==> src/rtl/wb_uart_slave.sv <==
// Wishbone classic slave with a 16550-subset register file and 8N1 RX/TX engines.
// Define UART_LOOPBACK_EN to add the MCR register (address 4) with internal TX->RX loopback.
module wb_uart_slave #(
  parameter logic [15:0] DIV_RESET       = 16'd35,
  parameter bit          ERR_ON_UNMAPPED = 1'b1
) (
  input  logic        wb_clk_i,
  input  logic        wb_rst_n_i,
  input  logic [2:0]  wb_adr_i,
  input  logic [31:0] wb_dat_i,
  output logic [31:0] wb_dat_o,
  input  logic [3:0]  wb_sel_i,
  input  logic        wb_we_i,
  input  logic        wb_cyc_i,
  input  logic        wb_stb_i,
  output logic        wb_ack_o,
  output logic        wb_err_o,
  input  logic        uart_rx_i,
  output logic        uart_tx_o,
  output logic        irq_o
);

  localparam logic [1:0] RX_IDLE = 2'd0, RX_START = 2'd1, RX_DATA = 2'd2, RX_STOP = 2'd3;
  localparam logic [1:0] TX_IDLE = 2'd0, TX_START = 2'd1, TX_DATA = 2'd2, TX_STOP = 2'd3;
  localparam logic [15:0] DIV_RESET_EFF = (DIV_RESET == 16'd0) ? 16'd1 : DIV_RESET;

  logic        ack_q, err_q;
  logic [31:0] dat_q;
  logic [7:0]  lcr_q, lcr_d, rbr_q, rbr_d, thr_q, thr_d;
  logic [1:0]  ier_q, ier_d;
  logic [15:0] div_q, div_d, div_eff_d, cnt_q, cnt_d;
  logic        dr_q, dr_d, oe_q, oe_d, fe_q, fe_d, thre_q, thre_d;
  logic        rx_meta_q, rx_sync_q, rx_prev_q;
  logic [1:0]  rx_state_q, rx_state_d, tx_state_q, tx_state_d;
  logic [3:0]  rx_tick_q, rx_tick_d, tx_tick_q, tx_tick_d;
  logic [2:0]  rx_bit_q, rx_bit_d, tx_bit_q, tx_bit_d;
  logic [7:0]  rx_shift_q, rx_shift_d, tx_shift_q, tx_shift_d;
  logic        tx_line_q, tx_line_d;
  logic        req, mapped, wr, rd, dlab, tick, rx_in;
  logic        thr_wr, dll_wr, dlm_wr, ier_wr, lcr_wr, rbr_rd, lsr_rd;
  logic        rx_done, rx_stop_bad, tx_load, temt;
  logic [7:0]  iir, lsr, rdata;
  logic        unused_bits;

  assign unused_bits = ^{wb_dat_i[31:8], wb_sel_i[3:1]};

  // Handshake: an access is taken when cyc&stb are high and no ack/err is showing;
  // exactly one ack or err pulse follows on the next edge, together with read data.
  assign req  = wb_cyc_i & wb_stb_i & ~ack_q & ~err_q;
  assign dlab = lcr_q[7];

  always_comb begin
    mapped = 1'b0;
    case (wb_adr_i)
      3'd0, 3'd1, 3'd2, 3'd3, 3'd5: mapped = 1'b1;
`ifdef UART_LOOPBACK_EN
      3'd4: mapped = 1'b1;
`endif
      default: mapped = 1'b0;
    endcase
  end

  assign wr     = req & wb_we_i & wb_sel_i[0] & mapped;
  assign rd     = req & ~wb_we_i & mapped;
  assign thr_wr = wr & (wb_adr_i == 3'd0) & ~dlab;
  assign dll_wr = wr & (wb_adr_i == 3'd0) & dlab;
  assign ier_wr = wr & (wb_adr_i == 3'd1) & ~dlab;
  assign dlm_wr = wr & (wb_adr_i == 3'd1) & dlab;
  assign lcr_wr = wr & (wb_adr_i == 3'd3);
  assign rbr_rd = rd & (wb_adr_i == 3'd0) & ~dlab;
  assign lsr_rd = rd & (wb_adr_i == 3'd5);

`ifdef UART_LOOPBACK_EN
  logic [4:0] mcr_q;
  always_ff @(posedge wb_clk_i or negedge wb_rst_n_i) begin
    if (!wb_rst_n_i) mcr_q <= 5'h00;
    else if (wr && (wb_adr_i == 3'd4)) mcr_q <= wb_dat_i[4:0];
  end
  assign rx_in     = mcr_q[4] ? tx_line_q : uart_rx_i;
  assign uart_tx_o = mcr_q[4] ? 1'b1 : tx_line_q;
`else
  assign rx_in     = uart_rx_i;
  assign uart_tx_o = tx_line_q;
`endif

  assign temt = thre_q & (tx_state_q == TX_IDLE);
  assign lsr  = {1'b0, temt, thre_q, 1'b0, fe_q, 1'b0, oe_q, dr_q};
  assign iir  = (dr_q & ier_q[0]) ? 8'h04 : ((thre_q & ier_q[1]) ? 8'h02 : 8'h01);
  assign irq_o = ~iir[0];

  always_comb begin
    rdata = 8'h00;
    case (wb_adr_i)
      3'd0: rdata = dlab ? div_q[7:0] : rbr_q;
      3'd1: rdata = dlab ? div_q[15:8] : {6'b0, ier_q};
      3'd2: rdata = iir;
      3'd3: rdata = lcr_q;
`ifdef UART_LOOPBACK_EN
      3'd4: rdata = {3'b0, mcr_q};
`endif
      3'd5: rdata = lsr;
      default: rdata = 8'h00;
    endcase
  end

  // Baud generator: any divisor write restarts the count from the new value.
  always_comb begin
    div_d = div_q;
    if (dll_wr) div_d[7:0]  = wb_dat_i[7:0];
    if (dlm_wr) div_d[15:8] = wb_dat_i[7:0];
    div_eff_d = (div_d == 16'd0) ? 16'd1 : div_d;
    tick      = (cnt_q == 16'd0);
    cnt_d     = (dll_wr | dlm_wr | tick) ? (div_eff_d - 16'd1) : (cnt_q - 16'd1);
  end

  always_comb begin
    lcr_d = lcr_wr ? wb_dat_i[7:0] : lcr_q;
    ier_d = ier_wr ? wb_dat_i[1:0] : ier_q;
  end

  always_comb begin
    rx_state_d  = rx_state_q;
    rx_tick_d   = rx_tick_q;
    rx_bit_d    = rx_bit_q;
    rx_shift_d  = rx_shift_q;
    rx_done     = 1'b0;
    rx_stop_bad = 1'b0;
    case (rx_state_q)
      RX_IDLE: if (rx_prev_q && !rx_sync_q) begin
        rx_state_d = RX_START;
        rx_tick_d  = 4'd0;
      end
      RX_START: if (tick) begin
        if (rx_tick_q == 4'd7) begin
          rx_tick_d  = 4'd0;
          rx_bit_d   = 3'd0;
          rx_state_d = rx_sync_q ? RX_IDLE : RX_DATA;
        end else rx_tick_d = rx_tick_q + 4'd1;
      end
      RX_DATA: if (tick) begin
        if (rx_tick_q == 4'd15) begin
          rx_tick_d  = 4'd0;
          rx_shift_d = {rx_sync_q, rx_shift_q[7:1]};
          rx_bit_d   = rx_bit_q + 3'd1;
          if (rx_bit_q == 3'd7) rx_state_d = RX_STOP;
        end else rx_tick_d = rx_tick_q + 4'd1;
      end
      RX_STOP: if (tick) begin
        if (rx_tick_q == 4'd15) begin
          rx_tick_d   = 4'd0;
          rx_done     = 1'b1;
          rx_stop_bad = ~rx_sync_q;
          rx_state_d  = RX_IDLE;
        end else rx_tick_d = rx_tick_q + 4'd1;
      end
      default: rx_state_d = RX_IDLE;
    endcase
  end

  // A byte completing alongside an RBR read replaces it cleanly without overrun.
  always_comb begin
    rbr_d = rbr_q;
    dr_d  = dr_q;
    oe_d  = oe_q;
    fe_d  = fe_q;
    if (lsr_rd) begin
      oe_d = 1'b0;
      fe_d = 1'b0;
    end
    if (rbr_rd) dr_d = 1'b0;
    if (rx_done) begin
      rbr_d = rx_shift_q;
      dr_d  = 1'b1;
      if (dr_q && !rbr_rd) oe_d = 1'b1;
      if (rx_stop_bad) fe_d = 1'b1;
    end
  end

  always_comb begin
    tx_state_d = tx_state_q;
    tx_tick_d  = tx_tick_q;
    tx_bit_d   = tx_bit_q;
    tx_shift_d = tx_shift_q;
    tx_line_d  = tx_line_q;
    tx_load    = 1'b0;
    case (tx_state_q)
      TX_IDLE: begin
        tx_line_d = 1'b1;
        if (tick && !thre_q) begin
          tx_load    = 1'b1;
          tx_shift_d = thr_q;
          tx_line_d  = 1'b0;
          tx_tick_d  = 4'd0;
          tx_state_d = TX_START;
        end
      end
      TX_START: if (tick) begin
        if (tx_tick_q == 4'd15) begin
          tx_tick_d  = 4'd0;
          tx_bit_d   = 3'd0;
          tx_line_d  = tx_shift_q[0];
          tx_state_d = TX_DATA;
        end else tx_tick_d = tx_tick_q + 4'd1;
      end
      TX_DATA: if (tick) begin
        if (tx_tick_q == 4'd15) begin
          tx_tick_d = 4'd0;
          if (tx_bit_q == 3'd7) begin
            tx_line_d  = 1'b1;
            tx_state_d = TX_STOP;
          end else begin
            tx_bit_d   = tx_bit_q + 3'd1;
            tx_shift_d = {1'b0, tx_shift_q[7:1]};
            tx_line_d  = tx_shift_q[1];
          end
        end else tx_tick_d = tx_tick_q + 4'd1;
      end
      TX_STOP: if (tick) begin
        if (tx_tick_q == 4'd15) begin
          tx_tick_d  = 4'd0;
          tx_state_d = TX_IDLE;
        end else tx_tick_d = tx_tick_q + 4'd1;
      end
      default: tx_state_d = TX_IDLE;
    endcase
  end

  always_comb begin
    thr_d  = thr_q;
    thre_d = thre_q;
    if (tx_load) thre_d = 1'b1;
    else if (thr_wr && thre_q) begin
      thr_d  = wb_dat_i[7:0];
      thre_d = 1'b0;
    end
  end

  always_ff @(posedge wb_clk_i or negedge wb_rst_n_i) begin
    if (!wb_rst_n_i) begin
      ack_q      <= 1'b0;
      err_q      <= 1'b0;
      dat_q      <= 32'h0;
      lcr_q      <= 8'h03;
      ier_q      <= 2'b00;
      div_q      <= DIV_RESET;
      cnt_q      <= DIV_RESET_EFF - 16'd1;
      rbr_q      <= 8'h00;
      thr_q      <= 8'h00;
      dr_q       <= 1'b0;
      oe_q       <= 1'b0;
      fe_q       <= 1'b0;
      thre_q     <= 1'b1;
      rx_meta_q  <= 1'b1;
      rx_sync_q  <= 1'b1;
      rx_prev_q  <= 1'b1;
      rx_state_q <= RX_IDLE;
      rx_tick_q  <= 4'd0;
      rx_bit_q   <= 3'd0;
      rx_shift_q <= 8'h00;
      tx_state_q <= TX_IDLE;
      tx_tick_q  <= 4'd0;
      tx_bit_q   <= 3'd0;
      tx_shift_q <= 8'h00;
      tx_line_q  <= 1'b1;
    end else begin
      ack_q      <= req & (mapped | ~ERR_ON_UNMAPPED);
      err_q      <= req & ~mapped & ERR_ON_UNMAPPED;
      if (req && !wb_we_i) dat_q <= {24'h0, rdata};
      lcr_q      <= lcr_d;
      ier_q      <= ier_d;
      div_q      <= div_d;
      cnt_q      <= cnt_d;
      rbr_q      <= rbr_d;
      thr_q      <= thr_d;
      dr_q       <= dr_d;
      oe_q       <= oe_d;
      fe_q       <= fe_d;
      thre_q     <= thre_d;
      rx_meta_q  <= rx_in;
      rx_sync_q  <= rx_meta_q;
      rx_prev_q  <= rx_sync_q;
      rx_state_q <= rx_state_d;
      rx_tick_q  <= rx_tick_d;
      rx_bit_q   <= rx_bit_d;
      rx_shift_q <= rx_shift_d;
      tx_state_q <= tx_state_d;
      tx_tick_q  <= tx_tick_d;
      tx_bit_q   <= tx_bit_d;
      tx_shift_q <= tx_shift_d;
      tx_line_q  <= tx_line_d;
    end
  end

  assign wb_ack_o = ack_q;
  assign wb_err_o = err_q;
  assign wb_dat_o = dat_q;

endmodule
==> config.mk <==
export PLATFORM = sky130hd
export DESIGN_NAME = wb_uart_slave
export DESIGN_NICKNAME = d
export VERILOG_FILES = /design/src/rtl/wb_uart_slave.sv
export SDC_FILE = /design/constraint.sdc
export NUM_CORES = 1
export LEC_CHECK = 0
export ABC_AREA = 1
export BUFFER_PORTS_ARGS = -buffer_cell sky130_fd_sc_hd__clkbuf_2
export CAP_MARGIN = 20
export CORE_AREA = 8 8 96 162
export DETAILED_ROUTE_END_ITERATION = 7
export DIE_AREA = 0 0 104 170
export PLACE_DENSITY = 0.75
export REMOVE_ABC_BUFFERS = 1
export SYNTH_ARGS = -nofsm -noshare
export SYNTH_HDL_FRONTEND = slang
export SYNTH_SLANG_ARGS = --single-unit
==> constraint.sdc <==
create_clock -name wb_clk_i -period 2.69 [get_ports wb_clk_i]
set_input_delay 0.538 -clock wb_clk_i [delete_from_list [all_inputs] [get_ports wb_clk_i]]
set_output_delay 0.538 -clock wb_clk_i [all_outputs]
set_load 0.03 [all_outputs]
==> flow_metrics.tcl <==
set metrics [dict create \
    status "complete, no violations" \
    numCtsBuffers 9 \
    holdWs_ns 0.188 \
    setup_viol 0 \
    critical_path_cell_count 18 \
    portBuffers 29 \
    crit_path_leading_delay_family "simple AND/OR/NAND/NOR gates" \
    antenna_cells_inserted 0 \
    period_share_pct 93.8 \
    synth-seq-cells 110 \
    synth_flop_cell "sky130_fd_sc_hd__dfrtp_1" \
    timing.final.max_slew_violations 0 \
    max_freq_ghz 0.396 \
    detail_route.wirelength_um 14200 \
    initial_antenna_violation_count 0 \
    top_level_ports 81 \
    min_path_type "in -> async" \
    slowest_stage "sky130_fd_sc_hd__dfrtp_1" \
    post_synth_num_cell_types 49 \
    area_delta_synth_final_pct 18.7 \
    worstPathRequired_ns 2.94 \
    clock_tree.buffer_depth 2 \
    relSlewSlack_pct 45.1 \
    max_slew.worst_pin.slew_ns 0.821 \
    grt.overflow.total 0 \
    crit_arrival_ns 2.77 \
    synth.yosys.seq_area_share_pct 47.3 \
    core-area_um2 13300 \
    hpwlAfterDp_um 10800 \
    finalCriticalPeriod_ns 2.52 \
    timing.max_cap.violations 0 \
    worst-setup-path-type "reg -> reg" \
    first_global_vias 4982 \
    grt_max_degree 47 \
    cts_hold_buffers 0 \
    multi_input_logic_area_um2 2710 \
    drtAntennaViolNets 0 \
    path_cells "nor2_1 -> nand2_2 -> nor2_4 -> nand4_4 -> nand2_1 -> nand2_2 -> nor2_1 -> nand2_1 -> nor2_2 -> nand2_1 -> nand2_1 -> nand2_2 -> ha_4 -> inv_1 -> nor3_2 -> buf_4 -> buf_4 -> xor2_2" \
    drt_iter0_drc 230 \
    die-area_um2 17700 \
    first_pass_iteration_count_of_the_detailed_router 5 \
    power_density_nw_per_um2 778 \
    dp_cells 953 \
    total_leakage_power_nw 3.52 \
    grtUsageTotal_pct 16.3 \
    post-route-util_pct 52.2 \
    clock_tree.htree_level_count 3 \
    die_h_um 170 \
    final_cell_mix "sky130_fd_sc_hd__nand2_1 (218), sky130_fd_sc_hd__dfrtp_1 (98), sky130_fd_sc_hd__inv_1 (70)" \
    drc 0 \
    post_synth_instance_area_um2 5860 \
    fin_cells 981 \
    clock_tree_from_tritoncts "built" \
    n_fill_cell 1267 \
    nets 859 \
    mostFrequentLayoutCell "sky130_fd_sc_hd__nand2_1" \
    synth_cells 713 \
    num_vias 4854 \
    path_common_cell "sky130_fd_sc_hd__nand2_1" \
    rsz0062_at_grt "yes" \
    gp_congestion 0.913 \
    wire_per_inst_um 14.5 \
    startpoint_type_of_the_worst_setup_path "flip-flop" \
    postSynth.asyncResetShare_pct 100 \
    clockRootBuffer "sky130_fd_sc_hd__clkbuf_16" \
    avgSynthCellArea_um2 8.21 \
    cp_slowest_stage_delay_ns 0.39 \
    number_of_enable_flip_flop_cells_after_synthesis 0 \
    grt_first_pass_wirelength_um 22900 \
    chipWidth_um 104 \
    synth.yosys.warnings 0 \
    worst_skew_pair.late_latency_ns 0.36 \
    ff_to_ff_path_depth 18 \
    seqCellArea_um2 2770 \
    total_buffers_and_inverters_traversed_by_the_critical_path 3 \
    start_util_pct 44.0 \
    final_layout_size_suffix_gt1_share_pct 21.9 \
    worst_setup_path_end_kind "flip-flop" \
    floorplan.rows 56 \
    vdd.ir_drop.worst_v 0.000366 \
    finClkSkew_ns 0.00883 \
    path_max_fanout 5 \
    cts.sinks 110 \
    avgViaCountPerCell 4.95 \
    final-hold-violation-count 0 \
    cts.clk_slew.worst_paths_ns 0.08 \
]
## synth_stat cells, types with 7 or more instances
library cell                 n  area, um^2
sky130_fd_sc_hd__a21oi_1    10        50.1
sky130_fd_sc_hd__buf_4      25         188
sky130_fd_sc_hd__clkbuf_1    9        33.8
sky130_fd_sc_hd__dfrtp_1    98        2450
sky130_fd_sc_hd__dfstp_2    12         315
sky130_fd_sc_hd__ha_1       12         150
sky130_fd_sc_hd__inv_1      70         263
sky130_fd_sc_hd__nand2_1   224         841
sky130_fd_sc_hd__nand2_2    10        62.6
sky130_fd_sc_hd__nand3_1    32         160
sky130_fd_sc_hd__nand4_1     8        50.1
sky130_fd_sc_hd__nor2_1     54         203
sky130_fd_sc_hd__nor2_4      7        78.8
sky130_fd_sc_hd__nor3_1      8        40.0
sky130_fd_sc_hd__o21ai_0    60         300
## stage by stage
stage,total power [mW],TNS (ns),cell area [um^2],worst slack [ns]
final,5.41,0,6950,0.166
after global routing,5.77,-0.0637,6950,-0.0333
after CTS,5.35,0,6760,0.0176
after detailed placement,4.05,-0.615,6470,-0.158
after global placement,3.99,-0.416,6470,-0.117
after floorplan,3.47,0,5670,0.00660
## worst paths after layout
kind,from,end,slack [ns]
max,wb_ack_o,cnt_q[4],0.17
min,wb_rst_n_i,rbr_q[4],0.19
max reg2reg,wb_ack_o,cnt_q[4],0.17
min reg2reg,rx_meta_q,rx_sync_q,0.36
max in group asynchronous,wb_rst_n_i,div_q[5],1.83
min in group wb_clk_i,uart_rx_i,rx_meta_q,0.25
## metal layers
layer | GRT usage (%) | share of wire, % | wire, um
met2 | 31.8 | 55 | 7850
met4 | 11.0 | 6.1 | 859
met1 | 14.8 | 36 | 5070
met3 | 2.99 | 2.9 | 410
met5 | 0 | 0 | 0
## final cells by class
| type | instances | share of cell area (%) |
|---|---|---|
| Sequential cell | 110 | 39.8 |
| Multi-Input combinational cell | 512 | 38.9 |
| Timing Repair Buffer | 94 | 9.97 |
| Inverter | 75 | 4.05 |
| Clock buffer | 10 | 3.29 |
| Tap cell | 174 | 3.13 |
| Clock inverter | 6 | 0.810 |
## flip-flops by register name (all words and copies together), names as in the netlist, 4 cells and up, named ones only
register and cells:
tx_shift_q 8, thr_q 8, rbr_q 8, wb_dat_o 8
cnt_q 16, div_q 16, tx_tick_q 4, rx_tick_q 4
lcr_q 8, rx_shift_q 8
## report_power, final
part	switching, mW	internal, mW	total, mW	leakage (nW)
combinational	1.19	0.729	1.92	2.00
sequential	0.206	1.98	2.19	1.38
clock	0.651	0.647	1.30	0.137
total	2.05	3.36	5.41	3.52
## worst register-to-register path, stage by stage, from the launching register on
cell and delay (ns):
sky130_fd_sc_hd__dfrtp_1 0.39, sky130_fd_sc_hd__nor2_1 0.13, sky130_fd_sc_hd__nand2_2 0.10, sky130_fd_sc_hd__nor2_4 0.20
sky130_fd_sc_hd__nand4_4 0.17, sky130_fd_sc_hd__nand2_1 0.13, sky130_fd_sc_hd__nand2_2 0.06, sky130_fd_sc_hd__nor2_1 0.12
sky130_fd_sc_hd__nand2_1 0.09, sky130_fd_sc_hd__nor2_2 0.10, sky130_fd_sc_hd__nand2_1 0.06, sky130_fd_sc_hd__nand2_1 0.08
sky130_fd_sc_hd__nand2_2 0.09, sky130_fd_sc_hd__ha_4 0.17, sky130_fd_sc_hd__inv_1 0.08, sky130_fd_sc_hd__nor3_2 0.05
sky130_fd_sc_hd__buf_4 0.14, sky130_fd_sc_hd__buf_4 0.13, sky130_fd_sc_hd__xor2_2 0.13
## logic make-up after synthesis
kind of cell | synth area share, %
XOR/XNOR | 1.79
other | 0.0640
AO/OA/AOI/OAI | 9.61
flip-flops | 47.3
buffers and inverters | 9.53
AND/OR/NAND/NOR | 28.4
adder cells (fa/ha/maj) | 2.56
multiplexers | 0.748
## repair_timing
| action | 4_1_cts | 5_1_grt |
|---|---|---|
| setup buffers | 0 | 11 |
| setup endpoints to repair | 0 | 7 |
| hold endpoints to repair | 0 | 0 |
| gates resized for setup | 0 | 22 |
Note: power is estimated with default switching activity, not from simulation.
